--- src/rtl/slot_counter_bank.sv ---
// rtl/slot_counter_bank.sv - multi-channel counter bank with snapshot handshake onto HEDIOS slots
//
// Purpose: CHANNELS independent WIDTH-bit counters clocked on slower_clock, each
// with its own mode/enable/clear, sharing one prescaler tick. A req/ack
// handshake freezes a coherent copy of all counters into the slot bus.
// Optional build macro: COUNTER_BANK_OVF_EN adds a sticky per-channel overflow
// flag that is reported in slot bit SLOT_WIDTH-1.
//
// Ports:
//   slower_clock  in   counter clock
//   rst           in   asynchronous active-high reset
//   en            in   [CHANNELS]            per-channel count enable
//   clr           in   [CHANNELS]            per-channel synchronous clear
//   mode          in   [2*CHANNELS]          ch i = mode[2i+1:2i]
//                                            00 up-wrap, 01 down-wrap, 10 up-sat, 11 hold
//   snap_req      in   snapshot request (level)
//   snap_ack      in   consumer has read the snapshot
//   snap_valid    out  slots hold a frozen snapshot
//   count         out  [CHANNELS*WIDTH]      live counters, ch0 in LSBs
//   slots         out  [CHANNELS*SLOT_WIDTH] snapshot, ch i in slot i bits [WIDTH-1:0]
module slot_counter_bank #(
  parameter int CHANNELS   = 4,
  parameter int WIDTH      = 8,
  parameter int SLOT_WIDTH = 32,
  parameter int PRESCALE   = 1
) (
  input  logic                           slower_clock,
  input  logic                           rst,
  input  logic [CHANNELS-1:0]            en,
  input  logic [CHANNELS-1:0]            clr,
  input  logic [2*CHANNELS-1:0]          mode,
  input  logic                           snap_req,
  input  logic                           snap_ack,
  output logic                           snap_valid,
  output logic [CHANNELS*WIDTH-1:0]      count,
  output logic [CHANNELS*SLOT_WIDTH-1:0] slots
);

  localparam int PW = (PRESCALE > 1) ? $clog2(PRESCALE) : 1;

  typedef enum logic [1:0] {
    S_IDLE    = 2'd0,
    S_CAPTURE = 2'd1,
    S_VALID   = 2'd2
  } state_t;

  logic [PW-1:0]                          presc_q, presc_d;
  logic                                   tick;
  logic [CHANNELS-1:0][WIDTH-1:0]         cnt_q, cnt_d;
  logic [CHANNELS-1:0]                    wrap;
  logic [CHANNELS-1:0][SLOT_WIDTH-1:0]    slots_q, slots_d;
  logic                                   valid_q, valid_d;
  state_t                                 state_q, state_d;

  // Free-running prescaler; tick fires on the zero phase so the first cycle
  // after reset already counts.
  assign tick    = (presc_q == '0);
  assign presc_d = (presc_q == PW'(PRESCALE - 1)) ? '0 : presc_q + PW'(1);

  // Counter next state. wrap marks a step taken across (or against, for the
  // saturating mode) the range boundary; it feeds the optional overflow flag.
  always_comb begin
    cnt_d = cnt_q;
    wrap  = '0;
    for (int i = 0; i < CHANNELS; i++) begin
      if (clr[i]) begin
        cnt_d[i] = '0;
      end else if (en[i] && tick) begin
        case (mode[2*i +: 2])
          2'b00: begin
            cnt_d[i] = cnt_q[i] + WIDTH'(1);
            wrap[i]  = (cnt_q[i] == '1);
          end
          2'b01: begin
            cnt_d[i] = cnt_q[i] - WIDTH'(1);
            wrap[i]  = (cnt_q[i] == '0);
          end
          2'b10: begin
            if (cnt_q[i] != '1) cnt_d[i] = cnt_q[i] + WIDTH'(1);
            wrap[i] = (cnt_q[i] == '1);
          end
          default: ;
        endcase
      end
    end
  end

`ifdef COUNTER_BANK_OVF_EN
  logic [CHANNELS-1:0] ovf_q, ovf_d;
  logic                capture;

  assign capture = (state_q == S_CAPTURE);
  // The capture cycle hands the flag over to the slot and restarts it, but a
  // wrap in that very cycle must not be lost.
  assign ovf_d   = ((capture ? '0 : ovf_q) | wrap) & ~clr;

  always_ff @(posedge slower_clock or posedge rst) begin
    if (rst) ovf_q <= '0;
    else     ovf_q <= ovf_d;
  end
`endif

  // Snapshot FSM. Capture uses cnt_q, i.e. values before this cycle's update,
  // so a clear on the capture cycle still reports the pre-clear value.
  always_comb begin
    state_d = state_q;
    slots_d = slots_q;
    valid_d = valid_q;
    case (state_q)
      S_IDLE: begin
        if (snap_req) state_d = S_CAPTURE;
      end
      S_CAPTURE: begin
        for (int i = 0; i < CHANNELS; i++) begin
          slots_d[i] = SLOT_WIDTH'(cnt_q[i]);
`ifdef COUNTER_BANK_OVF_EN
          slots_d[i][SLOT_WIDTH-1] = ovf_q[i];
`endif
        end
        valid_d = 1'b1;
        state_d = S_VALID;
      end
      S_VALID: begin
        if (snap_ack) begin
          valid_d = 1'b0;
          state_d = S_IDLE;
        end
      end
      default: state_d = S_IDLE;
    endcase
  end

  always_ff @(posedge slower_clock or posedge rst) begin
    if (rst) begin
      presc_q <= '0;
      cnt_q   <= '0;
      slots_q <= '0;
      valid_q <= 1'b0;
      state_q <= S_IDLE;
    end else begin
      presc_q <= presc_d;
      cnt_q   <= cnt_d;
      slots_q <= slots_d;
      valid_q <= valid_d;
      state_q <= state_d;
    end
  end

  assign count      = cnt_q;
  assign slots      = slots_q;
  assign snap_valid = valid_q;

endmodule

--- config.mk ---
export PLATFORM = sky130hd
export DESIGN_NAME = slot_counter_bank
export DESIGN_NICKNAME = d
export VERILOG_FILES = /design/src/rtl/slot_counter_bank.sv
export SDC_FILE = /design/constraint.sdc
export NUM_CORES = 1
export LEC_CHECK = 0
export CORE_ASPECT_RATIO = 0.5
export CORE_MARGIN = 4
export CORE_UTILIZATION = 45
export DETAILED_ROUTE_END_ITERATION = 8
export PLACE_DENSITY = 0.89
export SYNTH_ARGS = -nofsm -noshare
export SYNTH_HDL_FRONTEND = slang
export SYNTH_SLANG_ARGS = --single-unit
--- constraint.sdc ---
create_clock -name slower_clock -period 2.5 [get_ports slower_clock]
set_input_delay 0.375 -clock slower_clock [delete_from_list [all_inputs] [get_ports slower_clock]]
set_output_delay 0.375 -clock slower_clock [all_outputs]
set_load 0.005 [all_outputs]
After elaboration in Yosys (flattened, before gate mapping). Index checks and enable logic that the tools add are counted.

Equality and inequality tests: 20. Reductions and logical operators: 24. Bitwise operators: 1. Muxes and demuxes: 22. $add $sub $neg: 9.

Operator list (count): $mux W8 (12); $pmux W8 S3 (4); $add A8 B1 Y8 const B (4); $ne A8 B8 Y1 const B (4); $sub A8 B1 Y8 const B (4); $reduce_bool A4 Y1 (4); $ne A3 B3 Y1 const B (4); $reduce_and A3 Y1 (4); $eq A2 B1 Y1 const B (5); $eq A2 B2 Y1 const B (5); $logic_not A2 Y1 (5); $reduce_bool A2 Y1 (5); $pmux W2 S3 (1); $logic_and A1 B1 Y1 (4); $mux W2 (2); $ne A2 B2 Y1 const B (2); $reduce_and A2 Y1 (2); $mux W1 (2); $pmux W1 S2 (1); $add A1 B1 Y1 const B (1); $not A1 Y1 (1).

Logic and storage cells: 87. Input bits: 20. Output and inout bits: 161. Flip-flop bits (word level): 68.

Longest topological paths before layout. Gate-level depths: netlist (run 1).

Depth in word-level cells: 5. Depth in mapped cells: 10. Depth with buffers taken out: 9.

Worst setup path before layout (run 1). No wires, ideal clock.

Kind: in2reg. Start point: in mode[7]. End point: reg cnt_q (netlist bit count[31]). Data required time: 2.375 ns. Data arrival time: 2.163 ns. Cell stages on the path: 9. Library setup time: 0.125 ns. Slack: 0.212 ns. Cell sequence: and2b_1 > buf_4 > ha_1 > clkbuf_2 > nand4b_1 > and3_1 > o311a_1 > o21a_1 > mux2_4.

Cells in the longest elaborated chain, start to end: 4.

Ends and longest elaborated chain: start, declared (line 31) `input logic [2*CHANNELS-1:0] mode,`; $eq A2 B2 Y1, or another cell as far along (line 69) `case (mode[2*i +: 2])`; $pmux W8 S3 (line 69); $mux W8 (line 68) `end else if (en[i] && tick) begin`; $mux W8 (line 66) `if (clr[i]) begin`; end signal, assigned (line 142) `cnt_q <= cnt_d;`; end, declared (line 49) `logic [CHANNELS-1:0][WIDTH-1:0] cnt_q, cnt_d;`.

Several ways; a longest one is shown, not always the timed one. The select of a mux whose other input is x is not followed. A chain may end at the register's enable or synchronous reset.

Worst setup path after layout (run 1). Ends and elaborated chain as after synthesis.

==> impl_results.md, run 1 <==
- Initial Util: 46.7%
- CP Capture Type: register
- Row count: 26
- Aggregate global-route resource usage: between 10% and 20%
- Critical-path cell list: clkdlybuf4s50_1, and2b_1, ha_1, buf_4, a21oi_1, a32o_1, a211oi_1, o21a_1, mux2_4
- Final Max Tran Viols: 0
- Post-Synth Adder-Cell Area: 5.18%
- Post-Synth XOR/XNOR Area: 3.99%
- Worst path arrival time: 2.66 ns
- Die H: 81.3 um
- # DRC: 0
- R2r startpoint: count[30]$_DFFE_PP0P_
- Final net count: 659
- Type of origin of the critical path: input port
- Postcts setup bufs: 0
- Register area share after synthesis: between 30% and 40%
- Internal Power: about 3100 uW
- R2r setup slk: between 0.3 and 0.4 ns
- Post-synthesis simple-gate area fraction: approximately 13%
- CP max stage cell: clkdlybuf4s50_1
- Port Buffers: 84
- Clock Pin Slew Worst Setup and Hold Paths: 0.05 ns
- Max cap viols: 0
- Setup-failing EPs final: 0
- 1st-pass router iterations: 4
- Hpwl dp: between 8000 and 9000 um
- Largest family of logic cells by synthesized area: buffers and inverters
- Die area: roughly 13000 um2
- Switch share: around 28%
- Resized Gates After CTS: 0
- RSZ-0062 raised after global routing: no
- CTS Hold Buffers Added: 0
- Power share of the sequential group: between 30% and 40%
- Worst-Margin Slew: 0.580 ns
- Max Root-Sink Buffers: 2
- First-pass GRT wire length: between 15000 and 20000 um
- Die Width: 155 um
- CTS Root Cell: clkbuf_16
- DP Area: between 5000 and 6000 um2
- Largest net degree at the start of global routing: 27
- Cell area after synthesis: 4830 um2
- Outcome: finished, final reports clean
- Via count: approximately 3.9k
- Post-synth EDFFs: 0
- Buf+Inv Stages, Crit Path: 2
- P per Cell Area: roughly 700 nW/um2
- DR vias/cell: about 5.0
- Synth async-reset ratio: 100%
- Final Critical Period: 2.45 ns
- Pleak: between 0.002 and 0.003 uW
- Ys Warns: 0
- Fin Hold WS: ~0.42 ns
- Worst-path fanout max: 5
- Compound-gate portion of the synthesized area: 14.6%
- Final Hold Viols: 0
- Inserted Clock Buffers: 9
- Setup crit start: mode[7]
- Final core utilization: 58.9%
- Net Switching: about 1200 uW
- Final Cycle Share: ~100%
- Largest stage delay, worst path: approximately 0.47 ns
- Logic pwr share: between 30% and 40%
- Top_reg_cell synth: dfrtp_1
- Total grt overflow: 0
- H-tree Lvls: 3
- Mapped Avg Cell Area: 9.70 um2
- Critical path type: in2reg
- Reg2Reg Depth: 7
- Vias in the first global route: around 3.8k
- Core Area: just over 10000 um2
- Worst clock skew: 0.00680 ns
- Data required time at the worst endpoint: 2.72 ns
- Clock sinks: 67
- Final cell count without fillers: 764
- Clk Latency, worst-skew pair: about 0.33 ns
- Synth unique cells: between 60 and 70
- CP top delay family: compound AO/OA/AOI/OAI gates
- Clock power frac: between 30% and 40%
- Area delta synth->final: 26.0%
- Post-route cell area: between 6000 and 7000 um2
- # diodes: 0
- Initial antenna violation count: 0
- Worst slew margin: between 60% and 70%
- CTS tree: yes
- Max Freq: ~400 MHz
- ANT nets after route: 0
- Mux cell area share after synthesis: 9.76%
- R2r endpoint: count[31]$_DFFE_PP0P_
- DRT Wirelength: 11300 um
- Synthesis-stage register bit count: between 60 and 70
- Total I/O pin count: about 180
- Worst vdd ir: ~0.43 mV
- Worst hold path type: in2async
- Cells after DPL: between 700 and 800
- Wire per inst: 14.8 um
- Drt initial violations: between 150 and 200
- Gate Count Post-Synth: between 400 and 500
- Share of layout cells above drive strength 1: around a fifth
- Placer congestion estimate: 0.904
logic make-up after synthesis:
group | count (synthesis)
compound gates | 100
xor+xnor | 22
fa+ha+maj | 20
buf+inv | 136
flops | 67
mux | 42
other cells | 1
simple gates | 110
power groups by stage:
stage | Combinational (uW) | Sequential, uW | Clock (uW)
after global placement | 1330 | 1530 | 0
after global routing | 1480 | 1570 | 1420
final | 1360 | 1530 | 1340
after detailed placement | 1370 | 1550 | 0
after floorplan | 758 | 1500 | 0
after CTS | 1380 | 1530 | 1370
through the flow:
stage	TNS (ns)	worst slack [ns]	power, uW
finish	0	0.0542	4230
global route	0	0.00567	4470
CTS	0	0.0456	4280
detailed placement	-1.49	-0.308	2920
global placement	-0.732	-0.174	2850
floorplan	0	0.212	2260
layer usage:
layer	up-vias	part of all wire, %	track usage [%]
met5	-	0	0
met3	19	6.9	4.52
met1	1859	41	20.8
met2	158	50	32.2
met4	0	2.0	7.84
li1	1815	-	-
synthesized netlist by cell type, types with 7 or more instances:
library cell  instances  area share, %
buf_4               101             16
buf_2                11            1.1
a21oi_1              27            2.8
xnor2_1              10            1.8
inv_1                15            1.2
nor2_1               33            2.6
nor3_1                7           0.72
dfrtp_1              67             35
mux2_2               35            8.2
ha_1                 20            5.2
o21ai_0              18            1.9
nand2_1              17            1.3
nand3b_1              8            1.2
xor2_1               12            2.2
worst max path at each step:
stage / to / slack, ns / depth (start not counted)
2_1_floorplan: count[31]$_DFFE_PP0P_ / 0.21 / 9
4_1_cts: count[31]$_DFFE_PP0P_ / 0.05 / 8
6_report: count[31]$_DFFE_PP0P_ / 0.05 / 9
3_5_place_dp: count[31]$_DFFE_PP0P_ / -0.31 / 8
3_3_place_gp: count[31]$_DFFE_PP0P_ / -0.17 / 8
5_1_grt: count[31]$_DFFE_PP0P_ / 0.006 / 9
cell type report:
class                   count  area, um2
flip-flops and latches     67       1680
clock inverters             4       73.8
fillers                   889       4260
inverters                  16       60.1
multi-input cells         390       2610
repair buffers            135       1250
clock buffers              12        246
well taps                 140        175
placed cells by master (no fill, tap or decap), types with 7 or more instances in the layout:
cell             synthesis  routed
clkdlybuf4s50_1          0      84
nand2_1                 17      17
inv_1                   15      14
clkbuf_16                0       9
nand3b_1                 8       8
buf_4                  101      49
xnor2_1                 10      10
xor2_1                  12      12
mux2_2                  35      35
a21oi_1                 27      27
conb_1                   1      96
dfrtp_1                 67      67
nor3_1                   7       7
ha_1                    20      19
o21ai_0                 18      18
nor2_1                  33      33
state kept, by name (all words and copies together) (netlist names):
name / cells
snap_valid: 1
slots: 32
state_q: 2
count: 32
No activity file was read; power rests on OpenSTA's default activity.
==> inputs of run 2 (changes only) <==
Settings changed: CELL_PAD_IN_SITES_DETAIL_PLACEMENT set to 1, CELL_PAD_IN_SITES_GLOBAL_PLACEMENT set to 2, CORE_UTILIZATION 45 to 26, PLACE_DENSITY 0.89 to 0.84, RECOVER_POWER set to 25.
==> run 2 against run 1 <==
Against the previous run:
- count of clock-buffer cells in the layout is the same
- non-clock buffer count increased by 3
- largest power group unchanged
- clock skew down 0.0010 ns
- cell count is 13% higher
- first-iteration DRC count decreased by 32%
- critical endpoint is now count[15]$_DFFE_PP0P_
==> impl_results.md, run 2 (synthesis results as in run 1) <==
- # diodes: 0 (unchanged)
- Row count: 34 (was 26)
- Met3 Use GR: 2.27% (was 4.52%)
- Wire per inst: 14.8 um (about the same)
- CP Capture Type: register (unchanged)
- Inserted Clock Buffers: 9 (unchanged)
- CP max stage cell: clkdlybuf4s50_1 (unchanged)
- Total grt overflow: 0 (unchanged)
- Total I/O pin count: 181 (unchanged)
- Fin Hold WS: 0.505 ns (was 0.420 ns)
- Grt met1 use: 14.5% (was 20.8%)
- Die area: 21000 um2 (was 12600 um2)
- CTS Root Cell: clkbuf_16 (unchanged)
- DR vias/cell: 4.43 (was 5.04)
- R2r startpoint: count[9]$_DFFE_PP0P_ (was count[30]$_DFFE_PP0P_)
- CP top delay family: compound AO/OA/AOI/OAI gates (unchanged)
- Initial Util: 27.2% (was 46.7%)
- Max cap viols: 0 (unchanged)
- Worst Slack Setup Final: 0.0844 ns (was 0.0542 ns)
- Final Cycle Share: 96.6% (was 97.8%)
- Outcome: finished, final reports clean (unchanged)
- Core Area: 17800 um2 (was 10300 um2)
- Max Root-Sink Buffers: 2 (unchanged)
- Hpwl dp: 9940 um (was 8590 um)
- Area delta synth->final: 28.4% (was 26.0%)
- Worst slew margin: 39.8% (was 61.0%)
- Critical-path cell list: clkdlybuf4s50_1, and2b_1, ha_1, a41o_1, nand2_1, a221o_1, a21oi_1, mux2_1 (was clkdlybuf4s50_1, and2b_1, ha_1, buf_4, a21oi_1, a32o_1, a211oi_1, o21a_1, mux2_4)
- Final Hold Viols: 0 (unchanged)
- Hold path start: slots[36]$_DFFE_PP0P_
- Initial antenna violation count: 0 (unchanged)
- Pleak: 0.00289 uW (was 0.00288 uW)
- Critical path type: in2reg (unchanged)
- ANT nets after route: 0 (unchanged)
- Worst hold path type: reg2reg (was in2async)
- Port Buffers: 84 (unchanged)
- Most common library cell in the layout ignoring fill and taps: conb_1 (unchanged)
- Placer congestion estimate: 0.854 (was 0.904)
- Clk Latency, worst-skew pair: 0.33 ns (about the same)
- # DRC: 0 (unchanged)
- Worst-path fanout max: 4 (was 5)
- Tot Pwr: 4290 uW (was 4230 uW)
- Final Critical Period: 2.42 ns (was 2.45 ns)
- Final net count: 662 (was 659)
- Clock Pin Slew Worst Setup and Hold Paths: 0.05 ns (about the same)
- Filler instances: 2066 (was 889)
- Most frequent cells in the layout: conb_1 (96), clkdlybuf4s50_1 (81), dfrtp_1 (67) (was conb_1 (96), clkdlybuf4s50_1 (84), dfrtp_1 (67))
- Data required time at the worst endpoint: 2.70 ns (was 2.72 ns)
- Via count: 3815 (was 3851)
- H-tree Lvls: 3 (unchanged)
- Worst vdd ir: 0.296 mV (was 0.429 mV)
- Vias in the first global route: 3895 (was 3757)
- Aggregate global-route resource usage: 11.7% (was 18.0%)
- Setup crit start: mode[3] (was mode[7])
- Max Freq: 414 MHz (was 409 MHz)
- Die H: 104 um (was 81.3 um)
- Worst path arrival time: 2.62 ns (was 2.66 ns)
- Setup TNS: 0 ns (unchanged)
- P per Cell Area: 691 nW/um2 (was 695 nW/um2)
- Drt initial violations: 119 (was 176)
- Worst-Margin Slew: 0.902 ns (was 0.580 ns)
- GR peak layer: met2 (unchanged)
- Met2 usage: 21.5% (was 32.2%)
- Worst clock skew: 0.00578 ns (was 0.00680 ns)
- Largest stage delay, worst path: 0.47 ns (about the same)
- Share of layout cells above drive strength 1: 19.3% (was 19.1%)
- First-pass GRT wire length: 20500 um (was 18100 um)
- Die Width: 201 um (was 155 um)
- Setup-failing EPs final: 0 (unchanged)
- DP Worst Slack: -0.310 ns (was -0.308 ns)
- Largest net degree at the start of global routing: 46 (was 27)
- Buf+Inv Stages, Crit Path: 1 (was 2)
- 1st-pass router iterations: 4 (unchanged)
- CTS tree: yes (unchanged)
- Final Max Tran Viols: 0 (unchanged)
- Type of origin of the critical path: input port (unchanged)
- DRT Wirelength: 12800 um (was 11300 um)
- Clock sinks: 67 (unchanged)
- Postcts setup bufs: 0 (unchanged)
run 2: what timing repair did:
action | CTS | global route
hold buffers | 0 | 0
endpoints found under the setup margin | 0 | 3
gates resized for setup | 0 | 3
run 2: report_power, final:
part / leakage [uW] / internal (uW) / switching [uW] / total, uW
clock: 0.000159 / 927 / 479 / 1410
sequential: 0.000902 / 1320 / 204 / 1530
combinational: 0.00183 / 811 / 543 / 1350
total: 0.00289 / 3060 / 1230 / 4290
run 2: per-stage QoR:
stage          cells  util [%]  instance area, um2
5_1_grt          861      34.9                6210
3_5_place_dp     845      33.1                5890
2_1_floorplan    593         -                5190
4_1_cts          861      35.0                6220
6_report         861      34.9                6210
3_3_place_gp     845      33.1                5890
run 2: final cells by class:
cell class / count / area [um2] / share of cell area, %
multi-input combinational: 390 / 2600 / 41.9
sequential: 67 / 1680 / 27.0
timing repair buffer: 138 / 1250 / 20.1
tap: 234 / 293 / 4.72
clock buffer: 12 / 256 / 4.13
clock inverter: 4 / 72.6 / 1.17
inverter: 16 / 60.1 / 0.968
run 2: final timing paths:
kind | depth (start not counted) | slack, ns | endpoint
min in group asynchronous | 2 | 0.69 | slots[70]$_DFFE_PP0P_
hold reg to reg | 1 | 0.50 | slots[36]$_DFFE_PP0P_
setup / recovery | 8 | 0.08 | count[15]$_DFFE_PP0P_
setup reg to reg | 7 | 0.33 | count[14]$_DFFE_PP0P_
hold / removal | 1 | 0.50 | slots[36]$_DFFE_PP0P_
max in group asynchronous | 3 | 0.57 | count[5]$_DFFE_PP0P_
run 2: metal layers:
metal	up-vias	share of wire, %
li1	1817	-
met1	1907	44
met2	82	52
met3	9	3.6
met4	0	0.86
met5	-	0
